===== src/rtl/uart_bit_rx_if.sv =====
// uart_bit_rx_if: serial-line and received-byte signals of the bit-level UART
// receiver. The master drives the line and back-pressure; the slave (the
// receiver) returns the byte and the status pulses.
interface uart_bit_rx_if;
    logic       Rx;
    logic       Rdyn;
    logic [7:0] Data;
    logic       DataValid;
    logic       FrameErr;
    logic       ParityErr;
    logic       Overrun;

    modport master (
        output Rx, Rdyn,
        input  Data, DataValid, FrameErr, ParityErr, Overrun
    );

    modport slave (
        input  Rx, Rdyn,
        output Data, DataValid, FrameErr, ParityErr, Overrun
    );
endinterface


===== src/rtl/uart_bit_rx.sv =====
// uart_bit_rx: oversampling bit-level UART receiver, 8N1 by default.
// Define UART_RX_PARITY_EN to add a parity bit (8E1 / 8O1 via PARITY_ODD).
// Emits one DataValid pulse per good byte plus FrameErr / ParityErr / Overrun
// status pulses. All pulses are registered and last exactly one Clk cycle.
module uart_bit_rx #(
    parameter int CLKS_PER_BIT = 87,
    parameter int SYNC_STAGES  = 2,
    parameter int PARITY_ODD   = 0
) (
    input  logic         Clk,
    input  logic         ARst,
    uart_bit_rx_if.slave bus
);

    localparam int            CW     = $clog2(CLKS_PER_BIT);
    localparam logic [CW-1:0] RELOAD = CW'(CLKS_PER_BIT - 1);
    localparam logic [CW-1:0] HALF   = CW'((CLKS_PER_BIT - 1) / 2);

    // Reject configurations the counter and synchroniser cannot support.
    if (CLKS_PER_BIT < 4 || CLKS_PER_BIT > 65535) begin : g_bad_cpb
        $error("uart_bit_rx: CLKS_PER_BIT out of range 4..65535");
    end
    if (SYNC_STAGES < 2) begin : g_bad_sync
        $error("uart_bit_rx: SYNC_STAGES must be at least 2");
    end
    if (PARITY_ODD != 0 && PARITY_ODD != 1) begin : g_bad_par
        $error("uart_bit_rx: PARITY_ODD must be 0 or 1");
    end

    typedef enum logic [2:0] {
        S_IDLE,
        S_START,
        S_DATA,
`ifdef UART_RX_PARITY_EN
        S_PARITY,
`endif
        S_STOP,
        S_BREAK
    } state_t;

    logic [SYNC_STAGES-1:0] r_sync;
    logic                   w_rx_s;
    state_t                 r_state;
    logic [CW-1:0]          r_cnt;
    logic                   w_tick;
    logic [2:0]             r_idx;
    logic [7:0]             r_shift;
    logic [7:0]             r_data;
    logic                   r_dv;
    logic                   r_fe;
    logic                   r_ov;
    logic                   w_par_ok;

    // Metastability synchroniser; resets to the idle (high) line level.
    always_ff @(posedge Clk or posedge ARst) begin
        if (ARst) r_sync <= '1;
        else      r_sync <= {r_sync[SYNC_STAGES-2:0], bus.Rx};
    end

    assign w_rx_s = r_sync[SYNC_STAGES-1];
    assign w_tick = (r_cnt == '0);

`ifdef UART_RX_PARITY_EN
    logic r_par;
    logic r_pe;
    assign w_par_ok      = ((^r_shift) ^ PARITY_ODD[0]) == r_par;
    assign bus.ParityErr = r_pe;
`else
    assign w_par_ok      = 1'b1;
    assign bus.ParityErr = 1'b0;
`endif

    // Frame FSM with baud down-counter, shift register and registered pulses.
    always_ff @(posedge Clk or posedge ARst) begin
        if (ARst) begin
            r_state <= S_IDLE;
            r_cnt   <= '0;
            r_idx   <= '0;
            r_shift <= '0;
            r_data  <= '0;
            r_dv    <= 1'b0;
            r_fe    <= 1'b0;
            r_ov    <= 1'b0;
`ifdef UART_RX_PARITY_EN
            r_par   <= 1'b0;
            r_pe    <= 1'b0;
`endif
        end else begin
            r_dv <= 1'b0;
            r_fe <= 1'b0;
            r_ov <= 1'b0;
`ifdef UART_RX_PARITY_EN
            r_pe <= 1'b0;
`endif
            // Free-running baud count while inside a frame.
            if (r_state != S_IDLE && r_state != S_BREAK)
                r_cnt <= w_tick ? RELOAD : r_cnt - CW'(1);

            case (r_state)
                S_IDLE: begin
                    // Half-bit load so later ticks land mid-bit.
                    if (!w_rx_s) begin
                        r_cnt   <= HALF;
                        r_state <= S_START;
                    end
                end
                S_START: begin
                    if (w_tick) begin
                        r_idx   <= '0;
                        r_state <= w_rx_s ? S_IDLE : S_DATA;
                    end
                end
                S_DATA: begin
                    if (w_tick) begin
                        r_shift[r_idx] <= w_rx_s;
                        r_idx          <= r_idx + 3'd1;
                        if (r_idx == 3'd7)
`ifdef UART_RX_PARITY_EN
                            r_state <= S_PARITY;
`else
                            r_state <= S_STOP;
`endif
                    end
                end
`ifdef UART_RX_PARITY_EN
                S_PARITY: begin
                    if (w_tick) begin
                        r_par   <= w_rx_s;
                        r_state <= S_STOP;
                    end
                end
`endif
                S_STOP: begin
                    // Going straight to IDLE here catches a start bit that
                    // follows only half a bit-time after the mid-stop sample.
                    if (w_tick) begin
                        r_state <= w_rx_s ? S_IDLE : S_BREAK;
                        if (!w_rx_s) begin
                            r_fe <= 1'b1;
                        end else if (w_par_ok) begin
                            if (bus.Rdyn) begin
                                r_ov <= 1'b1;
                            end else begin
                                r_data <= r_shift;
                                r_dv   <= 1'b1;
                            end
                        end
`ifdef UART_RX_PARITY_EN
                        r_pe <= !w_par_ok;
`endif
                    end
                end
                S_BREAK: begin
                    // A stuck-low line gives only one FrameErr.
                    if (w_rx_s) r_state <= S_IDLE;
                end
                default: r_state <= S_IDLE;
            endcase
        end
    end

    assign bus.Data      = r_data;
    assign bus.DataValid = r_dv;
    assign bus.FrameErr  = r_fe;
    assign bus.Overrun   = r_ov;

endmodule


===== src/flat_wrapper.sv =====
// flat-port wrapper written by rule: the top's interface ports become plain ports
module uart_bit_rx_flat 
#(
    parameter int CLKS_PER_BIT = 87,
    parameter int SYNC_STAGES  = 2,
    parameter int PARITY_ODD   = 0
)
  (Clk, ARst, bus_Rx, bus_Rdyn, bus_Data, bus_DataValid, bus_FrameErr, bus_ParityErr, bus_Overrun);
  uart_bit_rx_if bus_i ();
  input  logic Clk;
  input  logic ARst;
  input wire logic [$bits(bus_i.Rx)-1:0] bus_Rx;
  input wire logic [$bits(bus_i.Rdyn)-1:0] bus_Rdyn;
  output wire logic [$bits(bus_i.Data)-1:0] bus_Data;
  output wire logic [$bits(bus_i.DataValid)-1:0] bus_DataValid;
  output wire logic [$bits(bus_i.FrameErr)-1:0] bus_FrameErr;
  output wire logic [$bits(bus_i.ParityErr)-1:0] bus_ParityErr;
  output wire logic [$bits(bus_i.Overrun)-1:0] bus_Overrun;
  assign bus_i.Rx = bus_Rx;
  assign bus_i.Rdyn = bus_Rdyn;
  assign bus_Data = bus_i.Data;
  assign bus_DataValid = bus_i.DataValid;
  assign bus_FrameErr = bus_i.FrameErr;
  assign bus_ParityErr = bus_i.ParityErr;
  assign bus_Overrun = bus_i.Overrun;
  uart_bit_rx #(.CLKS_PER_BIT(CLKS_PER_BIT), .SYNC_STAGES(SYNC_STAGES), .PARITY_ODD(PARITY_ODD)) u_core (.Clk(Clk), .ARst(ARst), .bus(bus_i));
endmodule

===== config.mk =====
export PLATFORM = sky130hd
export DESIGN_NAME = uart_bit_rx_flat
export DESIGN_NICKNAME = d
export VERILOG_FILES = /design/src/rtl/uart_bit_rx_if.sv /design/src/rtl/uart_bit_rx.sv /design/src/flat_wrapper.sv
export SDC_FILE = /design/constraint.sdc
export NUM_CORES = 1
export LEC_CHECK = 0
export BUFFER_PORTS_ARGS = -buffer_cell sky130_fd_sc_hd__buf_4
export CAP_MARGIN = 20
export CELL_PAD_IN_SITES_DETAIL_PLACEMENT = 1
export CELL_PAD_IN_SITES_GLOBAL_PLACEMENT = 2
export CORE_UTILIZATION = 35
export CTS_BUF_LIST = sky130_fd_sc_hd__clkbuf_16
export CTS_CLUSTER_DIAMETER = 150
export DETAILED_ROUTE_END_ITERATION = 12
export GPL_TIMING_DRIVEN = 0
export PLACE_DENSITY = 0.72
export SYNTH_ARGS = -nofsm -noshare
export SYNTH_HDL_FRONTEND = slang
export SYNTH_SLANG_ARGS = --single-unit

===== constraint.sdc =====
create_clock -name Clk -period 1.9 [get_ports Clk]
set_input_delay 0.285 -clock Clk [delete_from_list [all_inputs] [get_ports Clk]]
set_output_delay 0.285 -clock Clk [all_outputs]
set_load 0.01 [all_outputs]

## Word-level counts from Yosys, hierarchy flattened

Index checks and enable logic that the tools add are counted.

| word-level totals | value |
|---|---|
| register bits after elaboration | 34 |
| input port bits | 4 |
| output and inout port bits | 12 |
| logic and storage cells | 66 |

| cells by class | value |
|---|---|
| add/subtract/negate cells | 2 |
| $lt $le $gt $ge | 2 |
| eq/ne operators | 12 |
| multiplexer cells | 30 |
| bitwise logic cells | 1 |
| reductions and logical operators | 10 |

Operators by type and width:

| operator | number |
|---|---|
| 7-bit two-way mux | 4 |
| 3-bit two-way mux | 9 |
| 3-bit one-hot mux with 5 select lines | 1 |
| 1-bit two-way mux | 12 |
| 2-bit by 1-bit != test with 1-bit output, second input constant | 5 |
| 8-bit bitwise mux | 1 |
| 7-bit logical NOT | 1 |
| 7-bit by 1-bit subtractor with 7-bit output, second input constant | 1 |
| 3-bit by 2-bit equality test with 1-bit output, second input constant | 2 |
| 3-bit equality test, second input constant | 2 |
| 3-bit one-hot mux with 2 select lines | 1 |
| 6-bit AND reduction | 1 |
| 3-bit by 4-bit < comparator with 1-bit output, second input constant | 1 |
| 4-bit AND reduction | 1 |
| 3-bit by 1-bit adder with 3-bit output, second input constant | 1 |
| 1-bit demux with 3-bit select | 1 |
| 3-bit by 1-bit equality test with 1-bit output, second input constant | 1 |
| 3-bit by 1-bit greater-or-equal comparator with 1-bit output, second input constant | 1 |
| 3-bit logical NOT | 1 |
| 3-bit != test, second input constant | 1 |
| 3-bit AND reduction | 1 |
| 3-bit nonzero test | 1 |
| 1-bit logical AND | 2 |
| 2-bit two-way mux | 1 |
| 4 further kinds | 4 |

## Logic depth before layout (Yosys ltp)

Gate-level depths: netlist of the first run.

| logic depth | value |
|---|---|
| depth in word-level cells | 5 |
| gate-level depth with buffers | 5 |
| mapped depth without buffers | 5 |

## Worst setup path after synthesis of the first run

No wires, ideal clock.

| timing | value |
|---|---|
| path kind | register to register |
| from | reg u_core.r_cnt[0] |
| to | reg u_core.r_data[0] (netlist: u_core.bus.Data[0]) |
| library setup time | 0.125 ns |
| arrival | 2.008 ns |
| data required time | 1.775 ns |
| slack | -0.233 ns |
| cell stages (with the launch flop) | 6 |
| cells stage by stage | dfrtp_1 inv_1 ha_1 or3b_2 nor4_4 mux2_2 |

| between the ends | value |
|---|---|
| longest elaborated chain between the ends | 2 |

RTL lines:

| item | RTL line | text |
|---|---|---|
| start: declaration | uart_bit_rx.sv:44 | `logic [CW-1:0] r_cnt;` |
| start signal: assignment | uart_bit_rx.sv:97 | `r_cnt <= w_tick ? RELOAD : r_cnt - CW'(1);` |
| 7-bit logical NOT | uart_bit_rx.sv:61 | `assign w_tick = (r_cnt == '0);` |
| 4-bit AND reduction (no source line) | -- |  |
| end signal: assignment | uart_bit_rx.sv:144 | `r_data <= r_shift;` |
| end: declaration | uart_bit_rx.sv:48 | `logic [7:0] r_data;` |

No other way between the ends.
A chain may end at the register's enable or synchronous reset.

## Worst setup path after layout of the first run

| timing | value |
|---|---|
| from | reg u_core.r_cnt[0] |
| to | reg u_core.r_data[6] (netlist: u_core.bus.Data[6]) |

Same word-level chain as after synthesis.

==> flow_metrics.env, run 1 <==
export IMPL_port_buffers=14
export IMPL_finalCritPeriodShare=1.04
export IMPL_finalSetupViolCount=12
export IMPL_slew_limit_headroom=0.475
export IMPL_routedWlPerCell_um=18.5
export IMPL_p_comb_frac=0.179
export IMPL_slowest_delay_ps=400
export IMPL_cts_tree="done"
export IMPL_seqPwrFrac=0.388
export IMPL_crit_type="reg2reg"
export IMPL_syn_area_um2=1690
export IMPL_core_area_um2=4500
export IMPL_violations="setup timing"
export IMPL_htreeDepth=2
export IMPL_synth_net_count=158
export IMPL_fin_ws_ps=-79.6
export IMPL_power_switching_mw=0.541
export IMPL_grt_max_degree=19
export IMPL_arrival_ps=2140
export IMPL_via_count=1346
export IMPL_whs_ps=112
export IMPL_rows=24
export IMPL_switching_share=0.260
export IMPL_slew_viol_final=0
export IMPL_gr_total_overflow=0
export IMPL_fp_dieArea_um2=5120
export IMPL_die_x_um=71.5
export IMPL_synth_edf_count=0
export IMPL_yosysUniqueCellTypes=42
export IMPL_synthArstFlopShare=1.00
export IMPL_slowest_stage="dfrtp_1"
export IMPL_antenna_diode_count=0
export IMPL_power_mw=2.08
export IMPL_p_clk_frac=0.433
export IMPL_placed_area_um2=1910
export IMPL_clock_skew_final_ps=1.63
export IMPL_ys_flop_type="dfrtp_1"
export IMPL_hold_path_class="in2reg"
export IMPL_synthToLayoutAreaGrowth_pct=31.9
export IMPL_routed_via_density=5.73
export IMPL_syn_instance_count=150
export IMPL_cts_sinks=34
export IMPL_yosysWarnings=0
export IMPL_cp_max_fo=8
export IMPL_grt_pass1_vias=1471
export IMPL_crit_chain="inv_2, ha_4, or3b_4, nor4_4, buf_12, mux2_4"
export IMPL_path_buf_inv=2
export IMPL_nets=190
export IMPL_intPower_mw=1.54
export IMPL_ys_seq_elements=34
export IMPL_drc_errors=0
export IMPL_start_kind="flip-flop"
export IMPL_rsz0062_at_grt="true"
export IMPL_critPathRequiredTime_ps=2060
export IMPL_maxCapViolations=0
export IMPL_cts_made_buffers=5
export IMPL_grt_usage=0.194
export IMPL_cellLeakagePower_nw=0.999
export IMPL_pin_count=16
export IMPL_end_kind="flip-flop"
export IMPL_syn_avg_cell_area_um2=11.3
export IMPL_ir_drop_uv=407
export IMPL_hold_viol=0
export IMPL_cts_root_buf="clkbuf_16"
export IMPL_grt_pass1_wl_um=7560
export IMPL_antenna_found_initial=0
export IMPL_clk_path_buf_depth=2
export IMPL_run_status="finished with violations"
export IMPL_timing_fmax_ghz=0.505
export IMPL_drt_iter0_markers=45
export IMPL_final_util=0.496
export IMPL_clk_pin_slew_worst_paths_ps=50
export IMPL_fp_dieH_um=71.5
export IMPL_gp_congestion=0.790
export IMPL_finalCriticalPeriod_ps=1980
export IMPL_powerDensity_nw_per_um2=932
export IMPL_initial_core_util=0.376
export IMPL_ant_nets=0
export IMPL_ys_seq_area_frac=0.504
export IMPL_cpLargestDelayFamily="simple AND/OR/NAND/NOR gates"
export IMPL_dr_pass1_iters=4
export IMPL_wl_um=4340
export IMPL_clock_latency_ps=280
export IMPL_setup_tns_final_ps=-677
export IMPL_drive_gt1_frac=0.393
export IMPL_hpwl_um=2910
export IMPL_worst_pin_slew_ps=787
export IMPL_stdcell_area_um2=2230
state kept, by name, indices dropped and copies added, names as in the netlist:
signal	flops
u_core.bus.Data	8
u_core.bus.DataValid	1
u_core.r_shift	8
u_core.r_state	3
u_core.bus.Overrun	1
u_core.r_cnt	7
u_core.bus.FrameErr	1
u_core.r_sync	2
u_core.r_idx	3
synth_stat cells, drive strengths merged (3+ instances only):
master / number / area share
nor2: 7 / 0.016
nand2: 4 / 0.0089
inv: 5 / 0.011
dfrtp: 32 / 0.47
nor2b: 3 / 0.011
nor4b: 3 / 0.016
nand3: 4 / 0.012
a21oi: 5 / 0.015
clkbuf: 7 / 0.016
o21ai: 4 / 0.012
nor3: 4 / 0.012
nand4: 6 / 0.022
o31ai: 3 / 0.013
or2: 3 / 0.011
nor4: 6 / 0.031
ha: 4 / 0.030
mux2: 16 / 0.11
kinds of logic (layout without fill, tap and decap cells):
logic type,count (synthesis),after routing,share of synthesized area
and+or+nand+nor,57,57,0.219
DFF,34,34,0.504
AOI/OAI and AO/OA,24,24,0.101
muxes,16,16,0.106
buffers and inverters,14,47,0.0377
adders and majority gates,4,4,0.0296
other,1,1,0.00222
power by group through the flow:
stage	logic (mW)	registers, mW	clock network (mW)
after global placement	0.268	0.819	0
after floorplan	0.214	0.807	0
after global routing	0.413	0.814	0.937
after CTS	0.334	0.805	0.913
after detailed placement	0.288	0.823	0
final	0.372	0.808	0.901
worst paths after layout:
| path | depth (start not counted) | start | slack, ps | end |
|---|---|---|---|---|
| worst max-delay path | 6 | u_core.r_cnt[0]$_DFF_PP0_ | -80 | u_core.bus.Data[6]$_DFFE_PP0P_ |
| worst min-delay path | 1 | bus_Rx | 110 | u_core.r_sync[0]$_DFF_PP1_ |
| worst max register to register | 6 | u_core.r_cnt[0]$_DFF_PP0_ | -80 | u_core.bus.Data[6]$_DFFE_PP0P_ |
| worst min register to register | 0 | u_core.r_sync[0]$_DFF_PP1_ | 360 | u_core.r_sync[1]$_DFF_PP1_ |
| max in group asynchronous | 3 | ARst | 1100 | u_core.r_sync[1]$_DFF_PP1_ |
| min in group asynchronous | 2 | ARst | 160 | u_core.bus.Data[4]$_DFFE_PP0P_ |
stage by stage:
stage	instances	worst slack, ps
3_3_place_gp	216	-340
2_1_floorplan	150	-120
6_report	235	-79.6
5_1_grt	235	-139
4_1_cts	231	-91.1
3_5_place_dp	217	-413
metal layers:
layer,vias to the layer above,global-route usage,part of all wire
li1,633,-,-
met1,681,0.269,0.50
met2,27,0.297,0.46
met3,5,0.0506,0.025
met4,0,0.0675,0.014
met5,-,0,0
layout by cell type, fill, tap and decap left out, drive strengths merged, types with 2 or more instances in the layout:
cell type	netlist	final
dfstp	2	2
nand3	4	4
nor2b	3	3
or3	2	2
o311ai	2	2
a21oi	5	5
nor3b	2	2
o21ai	4	4
nor4b	3	3
mux2	16	16
o31ai	3	3
a41oi	2	2
or4	2	2
o2bb2ai	2	2
ha	4	4
nor4	6	6
dfrtp	32	32
nand2b	2	2
nand2	4	4
nor2	7	7
or2	3	3
or3b	2	2
clkbuf	7	12
o41ai	2	2
nor3	4	4
inv	5	7
buf	2	27
nand4	6	6
final cells by class:
class,instances,area [um2]
Clock inverter,3,37.5
Sequential cell,34,853
Timing Repair Buffer,25,220
Tap cell,52,65.1
Inverter,5,18.8
Clock buffer,5,125
Multi-Input combinational cell,102,865
Buffer,9,48.8
Fill cell,479,2270
timing repair:
item / in CTS / in global routing
gates resized for setup: 11 / 8
gates cloned: 0 / 0
hold buffers: 0 / 0
setup buffers: 6 / 4
setup endpoints to repair: 23 / 23
pin swaps: 2 / 2
No activity file was read; power rests on OpenSTA's default activity.
==> inputs of run 2 (changes only) <==
- CORE_MARGIN: not set -> 2
==> run 2 against run 1 <==
The run still ends with setup timing left. Worst setup slack better by 12 ps. Critical path depth is 2 lower. Utilization is 0.60 points lower. Combinational power is 15% higher. Design area is 2.9% higher. Fmax is 0.62% higher. Wire length is 8.8% higher. Count of clock-buffer cells in the layout stayed put. Final cell count is 3.0% higher. Highest routed layer unchanged.
==> flow_metrics.env, run 2 (synthesis gave the netlist of run 1 again) <==
export IMPL_rows=25
export IMPL_antenna_found_initial=0
export IMPL_rsz0062_at_grt="true"
export IMPL_grt_pass1_wl_um=7770
export IMPL_clock_skew_final_ps=2.48
export IMPL_initial_core_util=0.361
export IMPL_cts_sinks=34
export IMPL_crit_type="reg2reg"
export IMPL_dr_pass1_iters=5
export IMPL_run_status="finished with violations"
export IMPL_cts_made_buffers=5
export IMPL_setup_tns_final_ps=-446
export IMPL_gp_congestion=0.770
export IMPL_maxCapViolations=0
export IMPL_wl_um=4730
export IMPL_finalCriticalPeriod_ps=1970
export IMPL_drt_iter0_markers=64
export IMPL_fp_dieArea_um2=5410
export IMPL_grt_usage=0.194
export IMPL_start_kind="flip-flop"
export IMPL_grt_max_degree=19
export IMPL_htreeDepth=2
export IMPL_drc_errors=0
export IMPL_fp_dieH_um=73.5
export IMPL_worst_pin_slew_ps=786
export IMPL_via_count=1411
export IMPL_critPathRequiredTime_ps=2060
export IMPL_arrival_ps=2130
export IMPL_p_comb_frac=0.186
export IMPL_seqPwrFrac=0.355
export IMPL_fin_ws_ps=-67.4
export IMPL_timing_fmax_ghz=0.508
export IMPL_end_kind="flip-flop"
export IMPL_clk_pin_slew_worst_paths_ps=50
export IMPL_hold_path_class="in2reg"
export IMPL_core_area_um2=4690
export IMPL_antenna_diode_count=0
export IMPL_final_cell_mix="dfrtp_1, buf_4, mux2_2"
export IMPL_gr_total_overflow=0
export IMPL_clock_latency_ps=280
export IMPL_intPower_mw=1.70
export IMPL_cts_tree="done"
export IMPL_finalSetupViolCount=9
export IMPL_port_buffers=14
export IMPL_hold_viol=0
export IMPL_slew_limit_headroom=0.475
export IMPL_finalCritPeriodShare=1.04
export IMPL_cts_root_buf="clkbuf_16"
export IMPL_grt_pass1_vias=1540
export IMPL_postCtsHoldBufs=0
export IMPL_routedWlPerCell_um=19.5
export IMPL_p_clk_frac=0.459
export IMPL_nets=195
export IMPL_pin_count=16
export IMPL_cp_max_fo=8
export IMPL_final_common_cell="dfrtp_1"
export IMPL_hpwl_um=2990
export IMPL_clk_path_buf_depth=2
export IMPL_slew_viol_final=0
export IMPL_cellLeakagePower_nw=1.03
export IMPL_die_x_um=73.5
export IMPL_routed_via_density=5.83
export IMPL_ir_drop_uv=504
export IMPL_nFillCells=508
export IMPL_final_util=0.490
export IMPL_powerDensity_nw_per_um2=993
export IMPL_synthToLayoutAreaGrowth_pct=35.8
export IMPL_ant_nets=0
export IMPL_switching_share=0.254
export IMPL_violations="setup timing"
export IMPL_drive_gt1_frac=0.436
export IMPL_power_switching_mw=0.581
[run 2: final timing paths]
kind,end,start,slack [ps],depth (start not counted)
worst max-delay path,u_core.bus.Data[3]$_DFFE_PP0P_,u_core.r_cnt[4]$_DFF_PP0_,-70,4
worst min-delay path,u_core.r_sync[0]$_DFF_PP1_,bus_Rx,110,1
worst min register to register,u_core.r_sync[1]$_DFF_PP1_,u_core.r_sync[0]$_DFF_PP1_,360,0
min in group asynchronous,u_core.bus.DataValid$_DFF_PP0_,ARst,160,2
max in group asynchronous,u_core.bus.Data[5]$_DFFE_PP0P_,ARst,1200,3
worst max register to register,u_core.bus.Data[3]$_DFFE_PP0P_,u_core.r_cnt[4]$_DFF_PP0_,-70,4
[run 2: critical path, cell delays in order, from the launching register on]
cell and delay (ps):
dfrtp_1 400, or4_4 620, nor4_4 300, buf_6 190, mux2_2 340
[run 2: power by group through the flow]
stage	combinational, mW	clock [mW]	sequential, mW
floorplan	0.214	0	0.807
global placement	0.269	0	0.820
detailed placement	0.286	0	0.824
CTS	0.393	1.07	0.803
global route	0.466	1.09	0.812
finish	0.426	1.05	0.809
[run 2: final cells by class]
class                   count  area, um2  area share
clock inverters             3       63.8      0.0278
clock buffers               5        125      0.0544
plain buffers               8       38.8      0.0169
repair buffers             31        256       0.112
flip-flops and latches     34        853       0.371
multi-input cells         102        875       0.381
well taps                  54       67.6      0.0294
inverters                   5       18.8     0.00817
[run 2: per-stage QoR]
stage               power [mW]  hold slack, ps  cells  area [um2]  worst slack [ps]
finish                    2.28             109    242        2300             -67.4
global route              2.37             103    242        2300             -92.6
CTS                       2.26             104    241        2250             -26.1
detailed placement        1.11             354    219        1910              -385
global placement          1.09             348    218        1880              -332
floorplan                 1.02             289    150        1710              -120
[run 2: timing repair]
action / 4_1_cts / 5_1_grt
pin swaps: 3 / 3
buffers inserted: 15 / 1
gates resized for setup: 10 / 13
setup endpoints to repair: 23 / 16
endpoints found under the hold margin: 0 / 0
[run 2: per-layer routing]
metal / global-route usage / up-vias / part of all wire
li1: - / 639 / -
met1: 0.238 / 728 / 0.44
met2: 0.320 / 30 / 0.50
met3: 0.0549 / 14 / 0.038
met4: 0.0808 / 0 / 0.023
met5: 0 / - / 0
==> inputs of run 3 (changes only) <==
- ABC_AREA: not set -> 1
- CORE_UTILIZATION: 35 -> 31
==> run 3 against run 2 <==
The flow now finishes without violations. Wire length fell by 19%. Critical path depth rose by 4. Clock power fell by 14%. Final cell count rose by 25%. Register-to-register slack improved by 400 ps. Global-route usage fell by 5.2 points. Count of clock-buffer cells in the layout did not move. Area after synthesis barely moved. Worst setup slack improved by 400 ps. Die area rose by 12%. Highest routed layer unchanged. Combinational power rose by 42%. Largest power group unchanged.
==> flow_metrics.env, run 3 <==
export IMPL_drt_iter0_markers=58
export IMPL_ant_nets=0
export IMPL_ff2ff_setup_slack_ps=330
export IMPL_gp_congestion=0.793
export IMPL_nets=239
export IMPL_grt_usage=0.143
export IMPL_yosysTopAreaCell="dfrtp_1"
export IMPL_grt_max_degree=25
export IMPL_slew_viol_final=0
export IMPL_cts_root_buf="clkbuf_16"
export IMPL_timing_fmax_ghz=0.636
export IMPL_worst_pin_slew_ps=540
export IMPL_antenna_diode_count=0
export IMPL_rows=26
export IMPL_gr_total_overflow=0
export IMPL_multi_input_area_um2=733
export IMPL_hpwl_um=2880
export IMPL_slowest_stage="dfrtp_1"
export IMPL_rsz0062_at_grt="false"
export IMPL_slew_limit_headroom=0.640
export IMPL_cp_max_fo=10
export IMPL_synth_net_count=217
export IMPL_synthToLayoutAreaGrowth_pct=22.8
export IMPL_synthAdderAreaFrac=0.0296
export IMPL_ys_flop_type="dfrtp_1"
export IMPL_arrival_ps=1720
export IMPL_muxShareOfSynthArea=0
export IMPL_synth_edf_count=0
export IMPL_clock_skew_final_ps=3.68
export IMPL_synth_top_family_by_area="simple AND/OR/NAND/NOR gates"
export IMPL_yosysUniqueCellTypes=28
export IMPL_syn_avg_cell_area_um2=8.09
export IMPL_synth_simple_area_share=0.349
export IMPL_finalSetupViolCount=0
export IMPL_cts_made_buffers=5
export IMPL_cellLeakagePower_nw=1.11
export IMPL_port_buffers=14
export IMPL_syn_instance_count=209
export IMPL_finalCritPeriodShare=0.827
export IMPL_ys_top_cells_by_area="dfrtp_1, nand2_1, nand3_1"
export IMPL_antenna_found_initial=0
export IMPL_initial_core_util=0.327
export IMPL_htreeDepth=2
export IMPL_postCtsHoldBufs=0
export IMPL_hold_viol=0
export IMPL_crit_type="reg2reg"
export IMPL_maxCapViolations=0
export IMPL_ctsResizeCount=0
export IMPL_fin_cells=302
export IMPL_end_kind="flip-flop"
export IMPL_reg2regPathDepth=8
export IMPL_post_cts_buffers=0
export IMPL_final_seq_area_um2=853
export IMPL_run_status="completed"
export IMPL_slowest_delay_ps=370
export IMPL_clk_pin_slew_worst_paths_ps=50
export IMPL_r2r_start="u_core.r_cnt[0]$_DFF_PP0_"
export IMPL_clock_latency_ps=270
export IMPL_grt_pass1_wl_um=6920
export IMPL_synth_most_common_cell="nand2_1"
export IMPL_clk_path_buf_depth=2
export IMPL_powerDensity_nw_per_um2=1160
export IMPL_dp_cells=294
export IMPL_drive_gt1_frac=0.155
export IMPL_cts_tree="done"
export IMPL_ys_seq_elements=34
export IMPL_setup_tns_final_ps=0
export IMPL_routedWlPerCell_um=12.7
export IMPL_critPathRequiredTime_ps=2050
export IMPL_yosys_area_top_type_share=0.473
export IMPL_nFillCells=620
export IMPL_ys_seq_area_frac=0.504
export IMPL_synthArstFlopShare=1.00
export IMPL_worst_path_most_repeated_cell="nand2_1"
export IMPL_regToRegEndpoint="u_core.r_shift[1]$_DFFE_PP0P_"
export IMPL_synth_xor_area_frac=0
export IMPL_yosysWarnings=0
export IMPL_via_count=1384
export IMPL_die_x_um=77.9
export IMPL_start_kind="flip-flop"
export IMPL_finalCriticalPeriod_ps=1570
export IMPL_final_cell_mix="nand2_1, dfrtp_1, nand3_1"
export IMPL_cts_sinks=34
export IMPL_syn_area_um2=1690
export IMPL_grt_pass1_vias=1473
export IMPL_synth_compound_area_frac=0.0525
export IMPL_fp_dieArea_um2=6060
export IMPL_synth_common_cells="nand2_1, dfrtp_1, nand3_1"
export IMPL_core_area_um2=5170
export IMPL_dr_pass1_iters=3
export IMPL_fp_dieH_um=77.9
export IMPL_hold_path_class="in2async"
export IMPL_ir_drop_uv=554
export IMPL_drc_errors=0
export IMPL_final_common_cell="nand2_1"
export IMPL_routed_via_density=4.58
export IMPL_wl_um=3840
export IMPL_crit_chain="inv_1, ha_1, nand2_1, nor2_8, buf_6, nand3_1, nand2_1, o21ai_1"
export IMPL_pin_count=16
[run 3: cell types whose count changed in the layout (fill, tap and decap cells not counted), moves of 5 or more]
cell and change:
buf_4 -15, inv_1 +18, mux2_2 -13, nand2_1 +60, nand3_1 +22, nor2_1 +18
o21ai_0 +5
[run 3: routing by layer]
layer	GRT usage	wire length [um]
met5	0	0
met2	0.222	1780
met3	0.0326	87
met4	0.0375	15
met1	0.199	1960
[run 3: final cells by class]
| type | instances | area share |
|---|---|---|
| multi-input cells | 150 | 0.353 |
| inverters | 23 | 0.0416 |
| clock buffers | 5 | 0.0602 |
| clock inverters | 3 | 0.0193 |
| repair buffers | 15 | 0.0639 |
| well taps | 70 | 0.0422 |
| plain buffers | 2 | 0.00904 |
| flip-flops and latches | 34 | 0.411 |
[run 3: worst max-delay path, delay by kind of cell (launching register included)]
family | cells | cell delay [ps]
simple gates | 4 | 540
flops | 1 | 370
buf+inv | 2 | 290
fa+ha+maj | 1 | 200
compound gates | 1 | 50
[run 3: per-stage QoR]
stage | cell area, um2 | utilization | setup WS (ps) | total power, mW | hold WS, ps
after floorplan | 1690 | - | 520 | 1.36 | 289
after global placement | 1880 | 0.364 | 369 | 1.48 | 347
after detailed placement | 1910 | 0.370 | 333 | 1.52 | 351
after CTS | 2080 | 0.402 | 319 | 2.44 | 85.7
after global routing | 2080 | 0.402 | 213 | 2.58 | 99.7
final | 2080 | 0.402 | 328 | 2.41 | 60.8
[run 3: worst max-delay path by stage]
stage                                                end                        from
after floorplan            u_core.r_shift[0]$_DFFE_PP0P_   u_core.r_cnt[0]$_DFF_PP0_
after global placement     u_core.r_shift[0]$_DFFE_PP0P_   u_core.r_cnt[0]$_DFF_PP0_
after detailed placement   u_core.r_shift[1]$_DFFE_PP0P_   u_core.r_cnt[0]$_DFF_PP0_
after CTS                  u_core.r_shift[1]$_DFFE_PP0P_   u_core.r_cnt[0]$_DFF_PP0_
after global routing      u_core.bus.Data[4]$_DFFE_PP0P_  u_core.r_sync[1]$_DFF_PP1_
final                      u_core.r_shift[1]$_DFFE_PP0P_   u_core.r_cnt[0]$_DFF_PP0_
[run 3: kinds of logic after synthesis]
kind of cell / after synthesis
flip-flops: 34
buffers and inverters: 25
other: 1
AO/OA/AOI/OAI: 16
adder cells (fa/ha/maj): 4
AND/OR/NAND/NOR: 129
[run 3: power by group]
part           leakage, nW  switching, mW  internal, mW
clock               0.0836          0.288         0.613
combinational        0.575          0.415         0.191
sequential           0.449         0.0958         0.805
total                 1.11          0.799          1.61
